[src/rtl/count_seq_ctrl_if.sv]
// Board-side signal bundle for the LED count controller: buttons and direction
// switch in, count/tick/state out.
interface count_seq_ctrl_if #(
    parameter int WIDTH = 4
);
    logic             KEY_RUN;
    logic             KEY_CLR;
    logic             SW_DIR;
    logic [WIDTH-1:0] LED;
    logic             tick;
    logic [1:0]       state;

    modport master (
        output KEY_RUN, KEY_CLR, SW_DIR,
        input  LED, tick, state
    );

    modport slave (
        input  KEY_RUN, KEY_CLR, SW_DIR,
        output LED, tick, state
    );
endinterface

[src/rtl/count_seq_ctrl.sv]
// Run/pause/clear controller for the LED counter: synchronises and debounces the
// buttons, runs IDLE/RUN/PAUSE, and steps a wrapping up/down count at TICK_HZ.
module count_seq_ctrl #(
    parameter int CLK_HZ       = 50000000,
    parameter int TICK_HZ      = 1,
    parameter int DEBOUNCE_CYC = 1000000,
    parameter int MAX_COUNT    = 8,
    parameter int WIDTH        = 4
) (
    input  logic              CLOCK_50,
    input  logic              RESET_N,
    count_seq_ctrl_if.slave   bus
);

    localparam int DIV   = CLK_HZ / TICK_HZ;
    localparam int PRE_W = $clog2(DIV);
    localparam int DB_W  = (DEBOUNCE_CYC > 2) ? $clog2(DEBOUNCE_CYC) : 1;

    typedef enum logic [1:0] {
        IDLE  = 2'b00,
        RUN   = 2'b01,
        PAUSE = 2'b10
    } state_t;

    // Index 0 is the run button, index 1 the clear button.
    logic [1:0]       key_s1, key_s2;
    logic [1:0]       key_deb, key_deb_d;
    logic [DB_W-1:0]  db_cnt [2];
    logic             dir_s1, dir_s2;
    logic             run_press, clr_press;

    state_t           state_q, state_d;
    logic [PRE_W-1:0] pre_q;
    logic [WIDTH-1:0] count_q;
    logic             tick_q;
    logic             wrap;

    function automatic logic [WIDTH-1:0] next_count(input logic [WIDTH-1:0] c,
                                                    input logic             down);
        if (c > WIDTH'(MAX_COUNT))
            return '0;
        if (down)
            return (c == '0) ? WIDTH'(MAX_COUNT) : c - 1'b1;
        return (c == WIDTH'(MAX_COUNT)) ? '0 : c + 1'b1;
    endfunction

    always_ff @(posedge CLOCK_50 or negedge RESET_N) begin
        if (!RESET_N) begin
            key_s1 <= 2'b11;
            key_s2 <= 2'b11;
            dir_s1 <= 1'b1;
            dir_s2 <= 1'b1;
        end else begin
            key_s1 <= {bus.KEY_CLR, bus.KEY_RUN};
            key_s2 <= key_s1;
            dir_s1 <= bus.SW_DIR;
            dir_s2 <= dir_s1;
        end
    end

    // A level is accepted only after DEBOUNCE_CYC consecutive differing samples.
    always_ff @(posedge CLOCK_50 or negedge RESET_N) begin
        if (!RESET_N) begin
            key_deb   <= 2'b11;
            key_deb_d <= 2'b11;
            db_cnt[0] <= '0;
            db_cnt[1] <= '0;
        end else begin
            for (int i = 0; i < 2; i++) begin
                if (key_s2[i] == key_deb[i]) begin
                    db_cnt[i] <= '0;
                end else if (db_cnt[i] == DB_W'(DEBOUNCE_CYC - 1)) begin
                    key_deb[i] <= key_s2[i];
                    db_cnt[i]  <= '0;
                end else begin
                    db_cnt[i] <= db_cnt[i] + 1'b1;
                end
            end
            key_deb_d <= key_deb;
        end
    end

    assign run_press = key_deb_d[0] & ~key_deb[0];
    assign clr_press = key_deb_d[1] & ~key_deb[1];

    always_ff @(posedge CLOCK_50 or negedge RESET_N) begin
        if (!RESET_N)
            state_q <= IDLE;
        else
            state_q <= state_d;
    end

    always_comb begin
        state_d = state_q;
        case (state_q)
            IDLE:    if (run_press) state_d = RUN;
            RUN:     if (run_press) state_d = PAUSE;
            PAUSE:   if (run_press) state_d = RUN;
            default: state_d = IDLE;
        endcase
        if (clr_press)
            state_d = IDLE;
    end

    assign wrap = (state_q == RUN) && (pre_q == PRE_W'(DIV - 1));

    // The update on a wrap edge uses the current state, so a run press on
    // that edge still lets the tick through before pausing.
    always_ff @(posedge CLOCK_50 or negedge RESET_N) begin
        if (!RESET_N) begin
            pre_q   <= '0;
            count_q <= '0;
            tick_q  <= 1'b0;
        end else begin
            tick_q <= 1'b0;
            if (clr_press) begin
                pre_q   <= '0;
                count_q <= '0;
            end else if (wrap) begin
                pre_q   <= '0;
                tick_q  <= 1'b1;
                count_q <= next_count(count_q, dir_s2);
            end else if (state_q == RUN) begin
                pre_q <= pre_q + 1'b1;
            end else if (state_q == IDLE) begin
                pre_q <= '0;
            end
        end
    end

    assign bus.LED   = count_q;
    assign bus.tick  = tick_q;
    assign bus.state = state_q;

endmodule
[src/flat_wrapper.sv]
// flat-port wrapper written by rule: the top's interface ports become plain ports
module count_seq_ctrl_flat 
#(
    parameter int CLK_HZ       = 50000000,
    parameter int TICK_HZ      = 1,
    parameter int DEBOUNCE_CYC = 1000000,
    parameter int MAX_COUNT    = 8,
    parameter int WIDTH        = 4
)
  (CLOCK_50, RESET_N, bus_KEY_RUN, bus_KEY_CLR, bus_SW_DIR, bus_LED, bus_tick, bus_state);
  count_seq_ctrl_if #(.WIDTH(WIDTH)) bus_i ();
  input  logic CLOCK_50;
  input  logic RESET_N;
  input wire logic [$bits(bus_i.KEY_RUN)-1:0] bus_KEY_RUN;
  input wire logic [$bits(bus_i.KEY_CLR)-1:0] bus_KEY_CLR;
  input wire logic [$bits(bus_i.SW_DIR)-1:0] bus_SW_DIR;
  output wire logic [$bits(bus_i.LED)-1:0] bus_LED;
  output wire logic [$bits(bus_i.tick)-1:0] bus_tick;
  output wire logic [$bits(bus_i.state)-1:0] bus_state;
  assign bus_i.KEY_RUN = bus_KEY_RUN;
  assign bus_i.KEY_CLR = bus_KEY_CLR;
  assign bus_i.SW_DIR = bus_SW_DIR;
  assign bus_LED = bus_i.LED;
  assign bus_tick = bus_i.tick;
  assign bus_state = bus_i.state;
  count_seq_ctrl #(.CLK_HZ(CLK_HZ), .TICK_HZ(TICK_HZ), .DEBOUNCE_CYC(DEBOUNCE_CYC), .MAX_COUNT(MAX_COUNT), .WIDTH(WIDTH)) u_core (.CLOCK_50(CLOCK_50), .RESET_N(RESET_N), .bus(bus_i));
endmodule
[config.mk]
export PLATFORM = sky130hd
export DESIGN_NAME = count_seq_ctrl_flat
export DESIGN_NICKNAME = d
export VERILOG_FILES = /design/src/rtl/count_seq_ctrl_if.sv /design/src/rtl/count_seq_ctrl.sv /design/src/flat_wrapper.sv
export SDC_FILE = /design/constraint.sdc
export NUM_CORES = 1
export LEC_CHECK = 0
export ABC_AREA = 1
export BUFFER_PORTS_ARGS = -buffer_cell sky130_fd_sc_hd__buf_2
export CAP_MARGIN = 15
export CORE_MARGIN = 4
export CORE_UTILIZATION = 56
export CTS_CLUSTER_DIAMETER = 120
export DETAILED_ROUTE_END_ITERATION = 8
export HOLD_SLACK_MARGIN = 0.06
export PLACE_DENSITY = 0.73
export SKIP_CTS_REPAIR_TIMING = 1
export SYNTH_ARGS = -nofsm -noshare
export SYNTH_HDL_FRONTEND = slang
export SYNTH_SLANG_ARGS = --single-unit
[constraint.sdc]
create_clock -name CLOCK_50 -period 1.5 [get_ports CLOCK_50]
set_input_delay 0.15 -clock CLOCK_50 [delete_from_list [all_inputs] [get_ports CLOCK_50]]
set_output_delay 0.15 -clock CLOCK_50 [all_outputs]
set_load 0.05 [all_outputs]
==> results of run 1 <==
## area by class of cell
class | instances | area, µm²
repair buffers | 77 | 614
well taps | 102 | 128
fillers | 552 | 1930
clock inverters | 2 | 12.5
inverters | 78 | 310
clock buffers | 14 | 153
multi-input cells | 428 | 2520
flip-flops and latches | 83 | 2090
## metal layers
| metal | up-vias | global-route usage | wire length (µm) |
|---|---|---|---|
| li1 | 2056 | - | - |
| met4 | 0 | 0.0905 | 256 |
| met1 | 1983 | 0.287 | 4760 |
| met5 | - | 0 | 0 |
| met2 | 119 | 0.329 | 5520 |
| met3 | 24 | 0.0323 | 491 |
## worst max-delay path: stages, from the launching register on
cell	delay, ns
dfrtp_1	0.43
ha_4	0.17
nand3_4	0.09
nor2_4	0.14
nand4_1	0.18
nor3_2	0.24
nand2_1	0.08
nand2_1	0.06
nor2_1	0.04
## final timing paths
path                            cells after the start                             to  slack (ns)                        from
worst max-delay path                                8    u_core.db_cnt[16]$_DFF_PN0_       -0.06  u_core.db_cnt[0]$_DFF_PN0_
worst min-delay path                                2     u_core.db_cnt[1]$_DFF_PN0_        0.27                     RESET_N
worst max register to register                      8    u_core.db_cnt[16]$_DFF_PN0_       -0.06  u_core.db_cnt[0]$_DFF_PN0_
worst min register to register                      0     u_core.key_s2[1]$_DFF_PN1_        0.36  u_core.key_s1[1]$_DFF_PN1_
max in group asynchronous                           3  u_core.key_deb[0]$_DFFE_PN1P_        0.61                     RESET_N
min in group CLOCK_50                               0     u_core.key_s2[1]$_DFF_PN1_        0.36  u_core.key_s1[1]$_DFF_PN1_
## flip-flops by register name, summed over array words and instances, names as in the netlist, 2 cells and up
signal	count
u_core.key_deb	2
u_core.key_s2	2
u_core.db_cnt	40
u_core.bus.state	2
u_core.key_deb_d	2
u_core.bus.LED	4
u_core.key_s1	2
u_core.pre_q	26
## logic make-up after synthesis
| kind of cell | after synthesis |
|---|---|
| simple gates | 353 |
| fa+ha+maj | 7 |
| xor+xnor | 33 |
| buf+inv | 83 |
| compound gates | 32 |
| flops | 83 |
## per-stage QoR
step           total power, W  hold slack (ns)  instance area (µm²)  utilization  setup TNS, ns
2_1_floorplan         0.00237           -0.146                 4500            -         -0.122
3_3_place_gp          0.00245            0.122                 5060        0.651          -1.02
3_5_place_dp          0.00245            0.125                 5060        0.651          -2.86
4_1_cts               0.00388           -0.264                 5220        0.672          -3.64
5_1_grt               0.00407            0.299                 5840        0.751          -7.15
6_report              0.00391            0.270                 5840        0.751          -1.07
## where the power goes
| part | internal, W | total, W | switching (W) |
|---|---|---|---|
| clock | 0.000648 | 0.00144 | 0.000791 |
| sequential | 0.00226 | 0.00228 | 0.0000205 |
| combinational | 0.0000768 | 0.000186 | 0.000109 |
| total | 0.00299 | 0.00391 | 0.000921 |
## synthesized netlist by cell type
cell type    n  area, µm²
buf_2        3       15.0
o21ai_1      1       5.00
o211ai_1     2       15.0
buf_6        1       11.3
clkbuf_1     1       3.75
nor2_1     118        443
nor3_2       2       20.0
nand2_2      2       12.5
inv_1       77        289
o21ai_4      1       16.3
ha_1         7       87.6
a21oi_1     11       55.1
o21ai_0     15       75.1
nand4_1     21        131
nand3_1     51        255
nor2_4       2       22.5
dfstp_2     10        263
nor2_2       1       6.26
a22oi_1      2       15.0
xnor2_1      2       17.5
xor2_1      31        272
nand2_1    133        499
nor3b_1      1       7.51
nor3_1      22        110
dfrtp_1     73       1830
inv_2        1       3.75
==> flow_summary_export.csv, run 1 <==
group,metric,value,unit
clock_network,h-tree-depth,3,
place,io_buffers,11,
route,drt_iter0_drc,189,
route,post_drt_wl_per_cell,14.1,µm
floorplan,die_h,97.4,µm
clock_network,clkSinkCount,83,
power_and_ir_drop,p_per_area,670,nW/µm²
worst_setup_path,required,1.75,ns
logic_synthesis,ys_seq_area_frac,0.467,
finish,drive_gt1_frac,0.289,
sta,finalSetupViolations,35,
clock_network,clock_latency,0.36,ns
place,gp_congestion,0.948,
power_and_ir_drop,vdd_ir_drop_max,511,µV
sta,fin_skew,0.0157,ns
sta,slew_headroom,0.707,
logic_synthesis,synth-simple-area-share,0.337,
worst_setup_path,crit_path_start_kind,"register",
logic_synthesis,synth-compound-area-share,0.0405,
clock_network,cts_tree,"done",
route,antenna_left,0,
floorplan,core-area,7770,µm²
sta,period_share,1.04,
sta,worst_slack,-0.0601,ns
floorplan,rows,32,
outcome,violations,"negative setup slack",
worst_setup_path,path_max_fanout,3,
global_routing,grt_start_max_net_pins,38,
finish,areaGrowthSynthToFinish,30.3,%
logic_synthesis,syn_inst,591,
clock_network,clockRootBuffer,"clkbuf_8",
logic_synthesis,yosysWarnings,0,
global_routing,grt_first_pass_wirelength,16400,µm
logic_synthesis,synth_xor_area_frac,0.0645,
route,viasPerCell,5.33,
logic_synthesis,synth_fa_ha_area_frac,0.0196,
logic_synthesis,syn_nets,603,
sta,worstMarginPinSlew,0.436,ns
worst_setup_path,arrival,1.81,ns
route,routed_wl,11000,µm
clock_network,path_clk_slew,0.09,ns
logic_synthesis,synth_top_family_by_area,"simple AND/OR/NAND/NOR gates",
global_routing,grt_pass1_vias,3714,
place,dpl.hpwl,6840,µm
logic_synthesis,yosysUniqueCellTypes,26,
logic_synthesis,yosys-mux-area-fraction,0,
worst_setup_path,end_kind,"register",
sta,hold_viol,0,
route,drc_errors,0,
finish,layout.cells.non_filler,784,
global_routing,antenna_found_initial,0,
floorplan,ios,12,
finish,antenna_cells,0,
clock_network,cts_made_buffers,9,
place,placed_cells,749,
logic_synthesis,syn-mean-instance-area,7.58,µm²
sta,slew_viol_final,0,
finish,final_cell_mix,"118 x nand2_1, 85 x nor2_1, 70 x inv_1, 69 x dfrtp_1, 55 x buf_4",
min_path,hold_path.class,"in2async",
place,post-place-ws,-0.204,ns
global_routing,grt_remaining_overflow,0,
route,first_pass_iters,6,
power_and_ir_drop,power.leakage,2.54,nW
logic_synthesis,ys_seq_elements,83,
finish,layout_commonest_cell,"nand2_1",
floorplan,initial_utilization,0.577,
sta,rsz0062_at_grt,"true",
worst_setup_path,critPathKind,"reg2reg",
outcome,status,"finished with violations",
floorplan,chipWidth,97.4,µm
sta,timing.final.crit_period,1.56,ns
floorplan,dieArea,9490,µm²
finish,nets,689,
global_routing,track_usage,0.209,
job,drv_cap,0,
route,vias,4182,
logic_synthesis,synth_area,4480,µm²
sta,fmax,641,MHz
clock_network,cts_buffer_depth,2,
Note: power is estimated with default switching activity, not from simulation.
==> inputs of run 2 (changes only) <==
--- a/config.mk
+++ b/config.mk
@@ -13,7 +13,7 @@
 export CTS_CLUSTER_DIAMETER = 120
 export DETAILED_ROUTE_END_ITERATION = 8
 export HOLD_SLACK_MARGIN = 0.06
-export PLACE_DENSITY = 0.73
+export PLACE_DENSITY_LB_ADDON = 0.2
 export SKIP_CTS_REPAIR_TIMING = 1
 export SYNTH_ARGS = -nofsm -noshare
 export SYNTH_HDL_FRONTEND = slang
==> run 2 against run 1 <==
  * The run still ends with negative setup slack left
  * Via count grew 0.60%
  * Flip-flop and latch count is the same
  * Maximum frequency grew 0.84%
  * Global-route usage shrank 0.26 points
  * Combinational power shrank 4%
  * Clock-buffer cell count shrank 3
  * Power grew 3.4%
  * Clock power grew 9.7%
==> flow_summary_export.csv, run 2 (synthesis gave the netlist of run 1 again) <==
group,metric,value,unit
sta,worstMarginPinSlew,0.407,ns
floorplan,chipWidth,97.4,µm
clock_network,cts_made_buffers,9,
route,post_drt_wl_per_cell,13.7,µm
place,post-place-ws,-0.179,ns
worst_setup_path,reg2reg_slack,-0.05,ns
power_and_ir_drop,vdd_ir_drop_max,512,µV
finish,layout_commonest_cell,"nand2_1",
clock_network,cts_buffer_depth,2,
sta,fin_skew,0.00441,ns
power_and_ir_drop,p_per_area,693,nW/µm²
global_routing,grt_remaining_overflow,0,
floorplan,ios,12,
finish,areaGrowthSynthToFinish,30.3,%
sta,fmax,646,MHz
worst_setup_path,crit_path_start_kind,"register",
power_and_ir_drop,power.leakage,2.57,nW
outcome,status,"finished with violations",
finish,largest_reg_flops,40,
sta,period_share,1.03,
global_routing,grt_pass1_vias,3851,
finish,drive_gt1_frac,0.278,
route,viasPerCell,5.34,
min_path,hold_path.class,"in2async",
worst_setup_path,required,1.74,ns
route,routed_wl,10800,µm
clock_network,cts_tree,"done",
global_routing,grt_first_pass_wirelength,16400,µm
worst_setup_path,critPathKind,"reg2reg",
place,io_buffers,11,
global_routing,track_usage,0.206,
worst_setup_path,arrival,1.79,ns
place,dpl.hpwl,6970,µm
clock_network,clockRootBuffer,"clkbuf_8",
sta,hold_viol,0,
finish,largest-register,"u_core.db_cnt",
route,drt_iter0_drc,181,
job,drv_cap,0,
sta,worst_slack,-0.0471,ns
finish,stdcell_area,5830,µm²
floorplan,dieArea,9490,µm²
floorplan,initial_utilization,0.577,
worst_setup_path,path_max_fanout,8,
route,antenna_left,0,
finish,final_cell_mix,"122 x nand2_1, 92 x nor2_1, 69 x inv_1, 69 x dfrtp_1, 61 x buf_4",
finish,antenna_cells,0,
route,vias,4207,
sta,finalSetupViolations,12,
worst_setup_path,worstPathCellList,"ha_2 -> nand3_2 -> inv_2 -> nand2_2 -> nor2_1 -> nand2_1 -> nand2_2 -> inv_4 -> o21ai_4 -> nor2_1",
sta,whs,0.220,ns
global_routing,grt_start_max_net_pins,37,
clock_network,clkSinkCount,83,
sta,timing.final.crit_period,1.55,ns
global_routing,antenna_found_initial,0,
place,gp_congestion,0.960,
worst_setup_path,slowest_delay,0.41,ns
sta,slew_viol_final,0,
sta,setup_tns,-0.232,ns
sta,slew_headroom,0.727,
floorplan,rows,32,
place,placed_area,5070,µm²
floorplan,core-area,7770,µm²
finish,nets,693,
clock_network,clock_latency,0.36,ns
route,drc_errors,0,
worst_setup_path,critical-path-slowest-cell,"dfrtp_1",
sta,rsz0062_at_grt,"true",
worst_setup_path,end_kind,"register",
clock_network,h-tree-depth,3,
floorplan,die_h,97.4,µm
route,first_pass_iters,5,
clock_network,path_clk_slew,0.08,ns
outcome,violations,"negative setup slack",
run 2: changes by cell type in the layout (fill, tap and decap cells not counted), sizes merged:
cell      delta
buf          +3
clkinv       +3
clkbuf       -2
bufinv       +1
clkinvlp     -1
run 2: path summary, 6_finish.rpt:
path	cells past startpoint	startpoint	to
max	10	u_core.pre_q[1]$_DFFE_PN0P_	u_core.pre_q[5]$_DFFE_PN0P_
min	2	RESET_N	u_core.bus.state[1]$_DFFE_PN0P_
max reg2reg	10	u_core.pre_q[1]$_DFFE_PN0P_	u_core.pre_q[5]$_DFFE_PN0P_
min reg2reg	0	u_core.key_s1[0]$_DFF_PN1_	u_core.key_s2[0]$_DFF_PN1_
max in group asynchronous	3	RESET_N	u_core.bus.LED[1]$_DFFE_PN0P_
min in group CLOCK_50	0	u_core.key_s1[0]$_DFF_PN1_	u_core.key_s2[0]$_DFF_PN1_
run 2: worst max-delay path, delay by kind of cell, from the launching register on:
kind / cells / cell delay [ns]
buf+inv: 2 / 0.16
simple gates: 6 / 0.52
fa+ha+maj: 1 / 0.21
compound gates: 1 / 0.14
flops: 1 / 0.41
run 2: power by group:
group / internal, W / switching, W / total (W)
Clock: 0.000766 / 0.000818 / 0.00158
Combinational: 0.0000723 / 0.000106 / 0.000178
Sequential: 0.00226 / 0.0000176 / 0.00228
Total: 0.00310 / 0.000941 / 0.00404
run 2: metal layers:
layer	GRT usage	part of all wire	vias up
met2	0.335	0.50	100
met4	0.0990	0.026	0
met5	0	0	-
met3	0.0294	0.039	35
li1	-	-	2067
met1	0.272	0.44	2005
run 2: area by class of cell:
cell class | count | area (µm²)
clock buffers | 11 | 131
clock inverters | 5 | 53.8
fillers | 551 | 1930
inverters | 78 | 303
multi-input cells | 428 | 2480
flip-flops and latches | 83 | 2090
well taps | 102 | 128
repair buffers | 81 | 647
run 2: per-stage QoR:
stage                     std cells  total power, W  utilization
after floorplan                 591         0.00237            -
after global placement          751         0.00245        0.653
after detailed placement        751         0.00245        0.653
after CTS                       767         0.00401        0.677
after global routing            788         0.00420        0.751
final                           788         0.00404        0.751
